**src/rtl/sk6812_refresh_sequencer_pkg.sv**
```systemverilog
// Shared definitions for the SK6812 refresh sequencer: LED peripheral register map
// and sequencer FSM states.
package sk6812_refresh_sequencer_pkg;

   localparam logic [31:0] OfsNbits  = 32'h0000_0000;
   localparam logic [31:0] OfsTrig   = 32'h0000_0004;
   localparam logic [31:0] OfsSrc    = 32'h0000_0008;
   localparam logic [31:0] OfsStatus = 32'h0000_000C;

   typedef enum logic [2:0] {
      StIdle,
      StPoll,
      StWrNbits,
      StWrSrc,
      StWrTrig,
      StDone
   } seq_state_e;

endpackage

```
**src/rtl/sk6812_refresh_sequencer_if.sv**
```systemverilog
// Wishbone classic bus between the refresh sequencer (master) and the LED peripheral.
interface sk6812_refresh_sequencer_if;
   logic        m_cyc_o;
   logic        m_stb_o;
   logic        m_we_o;
   logic [31:0] m_adr_o;
   logic [3:0]  m_sel_o;
   logic [31:0] m_dat_o;
   logic [31:0] m_dat_i;
   logic        m_ack_i;

   modport master (
      output m_cyc_o, m_stb_o, m_we_o, m_adr_o, m_sel_o, m_dat_o,
      input  m_dat_i, m_ack_i
   );

   modport slave (
      input  m_cyc_o, m_stb_o, m_we_o, m_adr_o, m_sel_o, m_dat_o,
      output m_dat_i, m_ack_i
   );
endinterface

```
**src/rtl/sk6812_refresh_sequencer_wb_master_xfer.sv**
```systemverilog
// Single-transaction Wishbone classic master: latches a request, holds the bus
// until ack, or gives up after TMO cycles.
module sk6812_refresh_sequencer_wb_master_xfer #(
   parameter int unsigned TMO = 255
) (
   input  logic        clk,
   input  logic        reset,
   input  logic        req,
   input  logic        req_we,
   input  logic [31:0] req_adr,
   input  logic [31:0] req_dat,
   output logic        busy,
   output logic        done,
   output logic        timeout,
   output logic [31:0] rdata,
   sk6812_refresh_sequencer_if.master wb
);

   localparam int unsigned TmoW = (TMO > 1) ? $clog2(TMO) : 1;

   logic            cyc_q;
   logic            we_q;
   logic [31:0]     adr_q;
   logic [31:0]     dat_q;
   logic [TmoW-1:0] tmo_q;
   logic            ack_ok;

   // Acks outside an active cycle never reach the sequencer.
   assign ack_ok  = cyc_q & wb.m_ack_i;
   assign timeout = cyc_q & ~wb.m_ack_i & (tmo_q == TmoW'(TMO - 1));

   always_ff @(posedge clk or posedge reset) begin
      if (reset) begin
         cyc_q <= 1'b0;
         we_q  <= 1'b0;
         adr_q <= '0;
         dat_q <= '0;
         tmo_q <= '0;
      end else if (!cyc_q) begin
         tmo_q <= '0;
         if (req) begin
            cyc_q <= 1'b1;
            we_q  <= req_we;
            adr_q <= req_adr;
            dat_q <= req_dat;
         end
      end else if (ack_ok || timeout) begin
         cyc_q <= 1'b0;
         we_q  <= 1'b0;
         tmo_q <= '0;
      end else begin
         tmo_q <= tmo_q + 1'b1;
      end
   end

   assign wb.m_cyc_o = cyc_q;
   assign wb.m_stb_o = cyc_q;
   assign wb.m_we_o  = we_q;
   assign wb.m_adr_o = adr_q;
   assign wb.m_dat_o = dat_q;
   assign wb.m_sel_o = 4'hF;

   assign busy  = cyc_q;
   assign done  = ack_ok;
   assign rdata = wb.m_dat_i;

endmodule

```
**src/rtl/sk6812_refresh_sequencer.sv**
```systemverilog
// Periodic / on-demand SK6812 frame sequencer: polls the LED peripheral status,
// programs bit count and RAM source, then fires the transmission trigger.
module sk6812_refresh_sequencer
   import sk6812_refresh_sequencer_pkg::*;
#(
   parameter logic [31:0] BASE_ADR = 32'h0000_0000,
   parameter int unsigned PERIOD_W = 24,
   parameter int unsigned TMO      = 255
) (
   input  logic                clk,
   input  logic                reset,
   input  logic                enable,
   input  logic                start,
   input  logic [5:0]          n_leds,
   input  logic [PERIOD_W-1:0] period,
   sk6812_refresh_sequencer_if.master wb,
   output logic                seq_busy,
   output logic                frame_done,
   output logic                err,
   output logic [15:0]         frame_cnt
);

   seq_state_e          state_q, state_d;
   logic [PERIOD_W-1:0] per_cnt_q, per_cnt_d;
   logic [5:0]          n_leds_q;
   logic                err_q, err_d;
   logic [15:0]         frame_cnt_q, frame_cnt_d;

   logic        auto_hit, frame_req;
   logic        xfer_req, xfer_we, xfer_busy, xfer_done, xfer_tmo;
   logic [31:0] xfer_ofs, xfer_dat, xfer_rdata;
   logic        unused_rdata;

   assign auto_hit     = enable && (period != '0) && (per_cnt_q == period - PERIOD_W'(1));
   assign unused_rdata = ^xfer_rdata[31:1];

   always_comb begin
      state_d   = state_q;
      frame_req = 1'b0;
      xfer_req  = 1'b0;
      xfer_we   = 1'b0;
      xfer_ofs  = OfsStatus;
      xfer_dat  = '0;
      unique case (state_q)
         StIdle: begin
            if (start || auto_hit) begin
               frame_req = 1'b1;
               if (n_leds != 6'd0) state_d = StPoll;
            end
         end
         StPoll: begin
            xfer_req = !xfer_busy;
            // Peripheral still shifting out the previous frame: poll again.
            if (xfer_done && !xfer_rdata[0]) state_d = StWrNbits;
         end
         StWrNbits: begin
            xfer_req = !xfer_busy;
            xfer_we  = 1'b1;
            xfer_ofs = OfsNbits;
            xfer_dat = {21'h0, n_leds_q, 5'h0};
            if (xfer_done) state_d = StWrSrc;
         end
         StWrSrc: begin
            xfer_req = !xfer_busy;
            xfer_we  = 1'b1;
            xfer_ofs = OfsSrc;
            xfer_dat = 32'h1;
            if (xfer_done) state_d = StWrTrig;
         end
         StWrTrig: begin
            xfer_req = !xfer_busy;
            xfer_we  = 1'b1;
            xfer_ofs = OfsTrig;
            if (xfer_done) state_d = StDone;
         end
         StDone:  state_d = StIdle;
         default: state_d = StIdle;
      endcase
      if (xfer_tmo) state_d = StIdle;

      if (!enable || (period == '0) || frame_req || auto_hit) per_cnt_d = '0;
      else                                                    per_cnt_d = per_cnt_q + 1'b1;

      err_d = err_q;
      if (state_q == StIdle && start) err_d = 1'b0;
      if (xfer_tmo)                   err_d = 1'b1;

      frame_cnt_d = (state_q == StDone) ? frame_cnt_q + 16'd1 : frame_cnt_q;
   end

   always_ff @(posedge clk or posedge reset) begin
      if (reset) begin
         state_q     <= StIdle;
         per_cnt_q   <= '0;
         n_leds_q    <= '0;
         err_q       <= 1'b0;
         frame_cnt_q <= '0;
      end else begin
         state_q     <= state_d;
         per_cnt_q   <= per_cnt_d;
         err_q       <= err_d;
         frame_cnt_q <= frame_cnt_d;
         if (frame_req) n_leds_q <= n_leds;
      end
   end

   sk6812_refresh_sequencer_wb_master_xfer #(
      .TMO(TMO)
   ) u_xfer (
      .clk     (clk),
      .reset   (reset),
      .req     (xfer_req),
      .req_we  (xfer_we),
      .req_adr (BASE_ADR + xfer_ofs),
      .req_dat (xfer_dat),
      .busy    (xfer_busy),
      .done    (xfer_done),
      .timeout (xfer_tmo),
      .rdata   (xfer_rdata),
      .wb      (wb)
   );

   assign seq_busy   = (state_q != StIdle);
   assign frame_done = (state_q == StDone);
   assign err        = err_q;
   assign frame_cnt  = frame_cnt_q;

endmodule

```
**src/flat_wrapper.sv**
```systemverilog
// flat-port wrapper written by rule: the top's interface ports become plain ports
module sk6812_refresh_sequencer_flat import sk6812_refresh_sequencer_pkg::*;
#(
   parameter logic [31:0] BASE_ADR = 32'h0000_0000,
   parameter int unsigned PERIOD_W = 24,
   parameter int unsigned TMO      = 255
)
  (clk, reset, enable, start, n_leds, period, seq_busy, frame_done, err, frame_cnt, wb_m_cyc_o, wb_m_stb_o, wb_m_we_o, wb_m_adr_o, wb_m_sel_o, wb_m_dat_o, wb_m_dat_i, wb_m_ack_i);
  sk6812_refresh_sequencer_if wb_i ();
  input  logic clk;
  input  logic reset;
  input  logic enable;
  input  logic start;
  input  logic [5:0] n_leds;
  input  logic [PERIOD_W-1:0] period;
  output logic seq_busy;
  output logic frame_done;
  output logic err;
  output logic [15:0] frame_cnt;
  output wire logic [$bits(wb_i.m_cyc_o)-1:0] wb_m_cyc_o;
  output wire logic [$bits(wb_i.m_stb_o)-1:0] wb_m_stb_o;
  output wire logic [$bits(wb_i.m_we_o)-1:0] wb_m_we_o;
  output wire logic [$bits(wb_i.m_adr_o)-1:0] wb_m_adr_o;
  output wire logic [$bits(wb_i.m_sel_o)-1:0] wb_m_sel_o;
  output wire logic [$bits(wb_i.m_dat_o)-1:0] wb_m_dat_o;
  input wire logic [$bits(wb_i.m_dat_i)-1:0] wb_m_dat_i;
  input wire logic [$bits(wb_i.m_ack_i)-1:0] wb_m_ack_i;
  assign wb_m_cyc_o = wb_i.m_cyc_o;
  assign wb_m_stb_o = wb_i.m_stb_o;
  assign wb_m_we_o = wb_i.m_we_o;
  assign wb_m_adr_o = wb_i.m_adr_o;
  assign wb_m_sel_o = wb_i.m_sel_o;
  assign wb_m_dat_o = wb_i.m_dat_o;
  assign wb_i.m_dat_i = wb_m_dat_i;
  assign wb_i.m_ack_i = wb_m_ack_i;
  sk6812_refresh_sequencer #(.BASE_ADR(BASE_ADR), .PERIOD_W(PERIOD_W), .TMO(TMO)) u_core (.clk(clk), .reset(reset), .enable(enable), .start(start), .n_leds(n_leds), .period(period), .wb(wb_i), .seq_busy(seq_busy), .frame_done(frame_done), .err(err), .frame_cnt(frame_cnt));
endmodule
```
**config.mk**
```make
export PLATFORM = sky130hd
export DESIGN_NAME = sk6812_refresh_sequencer_flat
export DESIGN_NICKNAME = d
export VERILOG_FILES = /design/src/rtl/sk6812_refresh_sequencer_pkg.sv /design/src/rtl/sk6812_refresh_sequencer_if.sv /design/src/rtl/sk6812_refresh_sequencer_wb_master_xfer.sv /design/src/rtl/sk6812_refresh_sequencer.sv /design/src/flat_wrapper.sv
export SDC_FILE = /design/constraint.sdc
export NUM_CORES = 1
export LEC_CHECK = 0
export ABC_AREA = 1
export BUFFER_PORTS_ARGS = -buffer_cell sky130_fd_sc_hd__buf_4
export CAP_MARGIN = 5
export CORE_MARGIN = 1
export CORE_UTILIZATION = 45
export CTS_CLUSTER_SIZE = 25
export DETAILED_ROUTE_END_ITERATION = 10
export PLACE_DENSITY = 0.76
export SKIP_LAST_GASP = 1
export SLEW_MARGIN = 20
export SYNTH_ARGS = -nofsm -noshare
export SYNTH_HDL_FRONTEND = slang
export SYNTH_HIERARCHICAL = 1
export SYNTH_SLANG_ARGS = --single-unit
```
**constraint.sdc**
```tcl
create_clock -name clk -period 7.34 [get_ports clk]
set_input_delay 1.468 -clock clk [delete_from_list [all_inputs] [get_ports clk]]
set_output_delay 1.468 -clock clk [all_outputs]
set_load 0.01 [all_outputs]
```
### After elaboration in Yosys (flattened, before gate mapping)

Cells that the tools add are included.

* bits in registers: 124
* input bits: 67
* output and inout bits: 90

* add/subtract/negate cells: 4
* eq/ne operators: 14
* multiplexer cells: 25
* bitwise operators: 5
* reductions and logical operators: 24

Operators by type and width (number)
* 24-bit by 1-bit adder with 24-bit output, second input constant: 1
* 24-bit == test: 1
* 24-bit zero test: 1
* 24-bit two-way mux: 1
* 24-bit nonzero test: 1
* 24-bit by 1-bit subtractor with 24-bit output, second input constant: 1
* 11-bit case mux with 2 select lines: 1
* 3-bit two-way mux: 7
* 16-bit by 1-bit adder with 16-bit output, second input constant: 1
* 8-bit two-way mux: 2
* 3-bit case mux with 5 select lines: 1
* 1-bit two-way mux: 12
* 4-bit case mux with 3 select lines: 1
* 3-bit by 2-bit != test with 1-bit output, second input constant: 3
* 3-bit != test, second input constant: 3
* 8-bit by 1-bit adder with 8-bit output, second input constant: 1
* 8-bit == test, second input constant: 1
* 3-bit by 2-bit == test with 1-bit output, second input constant: 2
* 3-bit == test, second input constant: 2
* 6-bit AND reduction: 1
* 6-bit nonzero test: 1
* 1-bit logical OR: 5
* 1-bit logical AND: 4
* 2-bit AND reduction: 2
* other kinds (10): 16

### Longest topological paths before layout

Gate-level depths: netlist of the first run.

* word-level depth: 9
* depth in mapped cells: 19
* mapped depth without buffers: 18

### Hierarchy

Netlist of the first run, hierarchy kept.

By module, submodules not included
* sk6812_refresh_sequencer: times used 1, cells an instance 530, area an instance 3702.3 sq um
* sk6812_refresh_sequencer_wb_master_xfer: times used 1, cells an instance 379, area an instance 3284.4 sq um

### Least setup slack after synthesis of the first run

No wires, ideal clock.

* path kind: in2reg
* start point: input port period[0]
* end point: register u_core.per_cnt_q[10]
* arrival: 3077 ps
* required time: 7219 ps
* setup slack: 4142 ps
* cell stages on the path: 18
* cell sequence: inv_1 ha_1 nand2_2 nor2_4 nand2_2 inv_2 nand2_1 nand2_1 nand2_1 nand2_1 nand3_1 nor2_2 nand2_2 nand2_4 nand2_4 nand2_4 buf_12 nor2_2

* longest elaborated chain between the ends: 9
* elaborated cells between the ends (all ways): 13
* classes of those cells: add/sub (1); eq/ne (1); mux (3); reduce/logical (8)

RTL lines
* from (decl): RTL line flat_wrapper.sv:15 `input logic [PERIOD_W-1:0] period;`
* 24-bit by 1-bit subtractor with 24-bit output / 24-bit nonzero test (equally long branches): RTL line sk6812_refresh_sequencer.sv:34 `assign auto_hit = enable && (period != '0) && (per_cnt_q == period - PERIOD_W'(1));`
* 24-bit == test / 1-bit logical AND (equally long branches): RTL line sk6812_refresh_sequencer.sv:34
* 1-bit logical AND: RTL line sk6812_refresh_sequencer.sv:34
* 1-bit logical OR: RTL line sk6812_refresh_sequencer.sv:46 `if (start || auto_hit) begin`
* 1-bit two-way mux: RTL line sk6812_refresh_sequencer.sv:46
* 1-bit two-way mux: RTL line sk6812_refresh_sequencer.sv:44 `unique case (state_q)`
* 1-bit logical OR: RTL line sk6812_refresh_sequencer.sv:81 `if (!enable || (period == '0) || frame_req || auto_hit) per_cnt_d = '0;`
* 1-bit logical OR *: RTL line sk6812_refresh_sequencer.sv:81
* 24-bit two-way mux *: RTL line sk6812_refresh_sequencer.sv:81
* net u_core.per_cnt_d[10]: RTL line sk6812_refresh_sequencer.sv:24 `logic [PERIOD_W-1:0] per_cnt_q, per_cnt_d;`
* to (signal assigned): RTL line sk6812_refresh_sequencer.sv:100 `per_cnt_q <= per_cnt_d;`
* to (decl): RTL line sk6812_refresh_sequencer.sv:24

The timed path passes the listed nets; every way through them passes the cells marked *.
A chain may end at the register's enable or synchronous reset.

### Worst setup path in the final report of the first run

* start point: input port period[0]
* end point: register u_core.per_cnt_q[2]

The elaborated chain is that of the path after synthesis.

==> flow_summary_export.csv, run 1 <==
group,metric,value,unit
worst_setup_path,worst_ep_required_time,7.61,ns
grt,grt_max_degree,75,
clock_network,cts_inserted_buffers,17,
routing,wl_per_cell,11.7,um
clock_network,cts_tree,"done",
clock_network,cts.htree.levels,4,
cells_and_area,multi_input_comb_area,3300,um^2
floorplan,io_pins,157,
timing,min_period,3.32,ns
worst_setup_path,path_cells,"buf_4 > inv_1 > ha_1 > nand2_2 > nor2_4 > nand2_2 > inv_2 > nand2_1 > nand2_1 > nand2_1 > nand2_1 > nand3_1 > nor2_2 > nand2_2 > nand2_4 > nand2_4 > nand2_4 > nor2_1",
logic_synthesis,yosysWarnings,6,
grt,grt_pass1_vias,5272,
floorplan,rows,44,
routing,vias,5606,
worst_setup_path,worstPathArrival,3.59,ns
clock_network,cts.sinks,124,
clock_network,cts-hold-fix-buffers,0,
placed_design,hpwl,10.4,mm
worst_setup_path,cp_top_family,"simple AND/OR/NAND/NOR gates",
floorplan,fp.dieH,125,um
clock_network,clk_latency,0.40,ns
grt,grt_pass1_wl,24.6,mm
clock_network,cts_root_buf,"clkbuf_16",
clock_network,clkTransAtPathRegs,0.05,ns
timing,maxSlewViolCount,0,
timing,hold_viol,0,
logic_synthesis,synth_cells,878,
timing,slew_headroom,38.6,%
routing,totalWireLength,14.5,mm
floorplan,die_width,125,um
floorplan,coreArea,14600,um^2
timing,rsz0062_at_grt,"no",
placed_design,numPortBuffers,121,
logic_synthesis,mappedNetlistArea,6750,um^2
power,leakagePower,4.57,nW
worst_setup_path,start_kind,"input port",
cells_and_area,fillers,1299,
worst_setup_path,worstSetupEndpointType,"flop",
worst_setup_path,critPathMaxFanout,24,
floorplan,start_util,46.3,%
cells_and_area,mostFrequentLayoutCell,"nand2_1",
placed_design,gp_congestion,0.868,
routing,firstDrtPassIters,5,
flow_run,cap_violations,0,
floorplan,fp.dieArea,15500,um^2
clock_network,post_cts_resized,0,
routing,first_iter_violations,305,
routing,ant_nets,0,
worst_setup_path,cp_slowest_stage_delay,0.33,ns
timing,worst_pin_slew,0.921,ns
routing,viasPerCell,4.50,
cells_and_area,layout-drive-gt1-share,19.7,%
logic_synthesis,synth_area_per_cell,7.69,um^2
cells_and_area,utilization,58.1,%
power,power.density,353,nW/um^2
hold_path,hold_path_class,"reg -> reg",
timing,period_share,45.2,%
worst_setup_path,worstSetupPathType,"in -> reg",
cells_and_area,num_antenna_cells,0,
routing,drc,0,
worst_setup_path,path_common_cell,"nand2_1",
cells_and_area,nets,1123,
worst_setup_path,path_buf_inv,3,
cells_and_area,seqCellArea,3100,um^2
grt,overflow,0,
grt,antenna_found_initial,0,
timing,fmax,301,MHz
grt,groute.usage.overall,19.6,%
timing,setup_violations,0,
outcome,status,"finished, final reports clean",
power,vdd_drop_max,0.268,mV
cells_and_area,final_cell_mix,"nand2_1, dfrtp_1, buf_4, inv_1, nor2_1",
cells_and_area,area_delta_synth_final,25.4,%
clock_network,post_cts_buffers,0,
timing,finClkSkew,0.00892,ns
timing,setup_tns,0,ns
clock_network,cts_buffer_depth,2,
worst_setup_path,slowest_stage,"nand2_4",
worst min-delay path: cells and delay by family (launching register included):
family | cells | cell delay [ns]
flip-flops | 1 | 0.34
AND/OR/NAND/NOR | 2 | 0.10
sequential cells by signal, indices dropped and copies added, names as in the netlist:
signal,cells
u_core/u_xfer/wb.m_we_o,1
u_core/u_xfer/wb.m_adr_o,32
u_core/frame_cnt,16
u_core/state_q,3
u_core/per_cnt_q,24
u_core/u_xfer/busy,1
u_core/u_xfer/tmo_q,8
u_core/n_leds_q,6
u_core/u_xfer/wb.m_dat_o,32
u_core/err,1
path summary, 6_finish.rpt:
kind	cells after the start	to	from	slack, ns
worst max-delay path	18	u_core/per_cnt_q[2]$_DFF_PP0_	period[0]	4.02
worst min-delay path	2	u_core/n_leds_q[0]$_DFFE_PP0P_	u_core/n_leds_q[0]$_DFFE_PP0P_	0.47
worst max register to register	10	u_core/u_xfer/wb.m_dat_o[5]$_DFFE_PP0P_	u_core/state_q[2]$_DFFE_PP0P_	4.79
worst min register to register	2	u_core/n_leds_q[0]$_DFFE_PP0P_	u_core/n_leds_q[0]$_DFFE_PP0P_	0.47
max in group asynchronous	3	u_core/u_xfer/wb.m_adr_o[25]$_DFFE_PP0P_	reset	5.38
min in group asynchronous	2	u_core/frame_cnt[3]$_DFFE_PP0P_	reset	1.23
metrics by stage:
stage                     area, um^2  power, mW  hold slack (ns)  setup WS, ns  instances
after floorplan                 6970       1.81            0.442          3.99        935
after global placement          7900       2.18            0.456          3.65       1215
after detailed placement        7900       2.21            0.459          3.60       1215
after CTS                       8470       3.02            0.476          4.03       1245
after global routing            8470       3.22            0.492          3.79       1245
final                           8470       2.99            0.470          4.02       1245
per-layer routing:
metal  GRT usage, %  wire length [um]
met5              0                 0
met2           32.1              6990
met3           4.98               595
met1           25.3              6740
met4           6.31               204
power breakdown:
part | switching, mW | internal [mW] | total (mW) | leakage (nW)
Clock | 0.280 | 0.521 | 0.800 | 0.275
Combinational | 0.687 | 0.461 | 1.15 | 2.68
Sequential | 0.130 | 0.910 | 1.04 | 1.61
cell type report:
type	instances	area share (%)
Sequential cell	124	36.6
Tap cell	184	2.72
Clock inverter	7	1.06
Timing Repair Buffer	123	10.9
Clock buffer	23	5.64
Multi-Input combinational cell	693	39.0
Inverter	91	4.05
Note: power is estimated with default switching activity, not from simulation.
==> run 2, diff against run 1 <==
--- a/config.mk
+++ b/config.mk
@@ -12,7 +12,7 @@
 export CORE_UTILIZATION = 45
 export CTS_CLUSTER_SIZE = 25
 export DETAILED_ROUTE_END_ITERATION = 10
-export PLACE_DENSITY = 0.76
+export PLACE_DENSITY = 0.79
 export SKIP_LAST_GASP = 1
 export SLEW_MARGIN = 20
 export SYNTH_ARGS = -nofsm -noshare
==> constraint.sdc (replaced) <==
create_clock -name clk -period 2.95 [get_ports clk]
set_input_delay 0.59 -clock clk [delete_from_list [all_inputs] [get_ports clk]]
set_output_delay 0.59 -clock clk [all_outputs]
set_load 0.01 [all_outputs]
==> run 2 against run 1 <==
Utilization is 0.85 points higher. Setup slack worse by 3.5 ns. Non-clock buffer count is 4 higher. Sequential power is 150% higher. Final area is 1.5% higher. Clock power grew to 2.8 times the previous value. Highest routed layer unchanged.
==> flow_summary_export.csv, run 2 (synthesis results as in run 1) <==
group,metric,value,unit
timing,rsz0062_at_grt,"no",
timing,worst_pin_slew,0.624,ns
power,vdd_drop_max,0.867,mV
cells_and_area,final_cell_mix,"nand2_1, buf_4, dfrtp_1, inv_1, nor2_1",
routing,viasPerCell,4.59,
routing,firstDrtPassIters,5,
cells_and_area,seqCellArea,3100,um^2
grt,overflow,0,
worst_setup_path,path_cells,"buf_4 > inv_1 > ha_1 > nand2_2 > nor2_4 > nand2_2 > inv_2 > nand2_1 > nand2_1 > nand2_1 > nand2_1 > nand3_1 > nor2_2 > nand2_2 > nand2_4 > nand2_4 > nand2_4 > buf_12 > nor2_1",
power,leakagePower,4.64,nW
worst_setup_path,worstSetupPathType,"in -> reg",
timing,fin_hold_ws,0.270,ns
grt,grt_pass1_wl,25.5,mm
routing,wl_per_cell,12.0,um
worst_setup_path,start_kind,"input port",
clock_network,cts_inserted_buffers,17,
timing,hold_viol,0,
timing,period_share,80.8,%
routing,first_iter_violations,337,
hold_path,hold_path_class,"in -> async",
worst_setup_path,rr_worst_depth,9,
clock_network,cts_root_buf,"clkbuf_16",
floorplan,fp.dieArea,15500,um^2
worst_setup_path,slowest_stage,"ha_1",
clock_network,cts_buffer_depth,2,
cells_and_area,area_delta_synth_final,27.3,%
power,p_seq_share,33.5,%
clock_network,cts-hold-fix-buffers,0,
routing,ant_nets,0,
cells_and_area,layout-drive-gt1-share,20.3,%
cells_and_area,fillers,1259,
worst_setup_path,worstSetupEndpointType,"flop",
timing,slew_headroom,58.4,%
placed_design,gp_congestion,0.864,
power,clkPwrFrac,28.7,%
worst_setup_path,critPathMaxFanout,24,
clock_network,post_cts_resized,0,
timing,setup_violations,0,
cells_and_area,num_antenna_cells,0,
cells_and_area,multi_input_comb_area,3300,um^2
floorplan,rows,44,
routing,drc,0,
grt,grt_pass1_vias,5497,
flow_run,cap_violations,0,
grt,groute.usage.overall,20.1,%
routing,vias,5747,
timing,min_period,2.38,ns
floorplan,coreArea,14600,um^2
timing,setup_tns,0,ns
outcome,status,"finished, final reports clean",
cells_and_area,nets,1127,
cells_and_area,mostFrequentLayoutCell,"nand2_1",
clock_network,cts_tree,"done",
clock_network,post_cts_buffers,0,
floorplan,die_width,125,um
floorplan,fp.dieH,125,um
floorplan,io_pins,157,
clock_network,clk_latency,0.40,ns
floorplan,start_util,46.3,%
timing,fmax,420,MHz
power,p_switching,2.88,mW
clock_network,cts.sinks,124,
power,p_int,4.87,mW
grt,grt_max_degree,75,
routing,totalWireLength,15.0,mm
grt,antenna_found_initial,0,
timing,maxSlewViolCount,0,
worst_setup_path,worstPathArrival,2.66,ns
clock_network,clkTransAtPathRegs,0.06,ns
power,swShare,37.2,%
placed_design,numPortBuffers,121,
placed_design,hpwl,10.6,mm
worst_setup_path,path_common_cell,"nand2_1",
power,power.density,901,nW/um^2
power,power_frac_comb,37.7,%
worst_setup_path,worst_ep_required_time,3.23,ns
worst_setup_path,cp_slowest_stage_delay,0.25,ns
timing,finClkSkew,0.0111,ns
clock_network,cts.htree.levels,4,
## run 2: cell count changes in the layout (fill, tap and decap cells not counted), sizes merged
cell,delta
buf,+4
bufinv,+2
clkbuf,-5
clkinv,+1
clkinvlp,-1
inv,+5
## run 2: path summary, 6_finish.rpt
| check | startpoint | end | slack, ns |
|---|---|---|---|
| worst max-delay path | period[0] | u_core/per_cnt_q[23]$_DFF_PP0_ | 0.57 |
| worst min-delay path | reset | u_core/u_xfer/wb.m_dat_o[4]$_DFFE_PP0P_ | 0.27 |
| worst max register to register | u_core/per_cnt_q[0]$_DFF_PP0_ | u_core/per_cnt_q[21]$_DFF_PP0_ | 0.61 |
| worst min register to register | u_core/n_leds_q[3]$_DFFE_PP0P_ | u_core/n_leds_q[3]$_DFFE_PP0P_ | 0.47 |
| max in group asynchronous | reset | u_core/per_cnt_q[15]$_DFF_PP0_ | 2.16 |
| min in group clk | n_leds[0] | u_core/n_leds_q[0]$_DFFE_PP0P_ | 0.44 |
## run 2: layer usage
| layer | global-route usage [%] | up-vias | part of all wire (%) |
|---|---|---|---|
| li1 | - | 2971 | - |
| met1 | 25.4 | 2653 | 45 |
| met4 | 6.17 | 0 | 1.4 |
| met5 | 0 | - | 0 |
| met3 | 4.77 | 14 | 4.0 |
| met2 | 34.0 | 109 | 50 |
## run 2: worst max-delay path: cells and delay by family
family                     cells  cell delay (ns)
adders and majority gates      1             0.25
and+or+nand+nor               14             1.35
buffers and inverters          4             0.46
## run 2: power by group through the flow
| stage | sequential, mW | combinational (mW) | clock, mW |
|---|---|---|---|
| final | 2.59 | 2.92 | 2.23 |
| after global routing | 2.67 | 3.28 | 2.36 |
| after CTS | 2.60 | 2.94 | 2.26 |
| after detailed placement | 2.61 | 2.91 | 0 |
| after global placement | 2.60 | 2.84 | 0 |
| after floorplan | 2.79 | 1.72 | 0 |
## run 2: cell type report
cell class,count,share of cell area [%]
clock buffers,18,4.99
inverters,91,3.97
repair buffers,127,11.4
clock inverters,14,2.43
flip-flops and latches,124,36.1
well taps,184,2.68
multi-input cells,693,38.4
## run 2: stage by stage
stage / setup slack (ns) / util [%] / power, mW / cell area [um^2] / cells
global placement: 0.227 / 54.5 / 5.44 / 7960 / 1219
CTS: 0.598 / 58.9 / 7.80 / 8590 / 1251
detailed placement: 0.187 / 54.5 / 5.52 / 7960 / 1219
global route: 0.346 / 58.9 / 8.31 / 8590 / 1251
finish: 0.567 / 58.9 / 7.74 / 8590 / 1251
floorplan: 0.478 / - / 4.51 / 6970 / 935
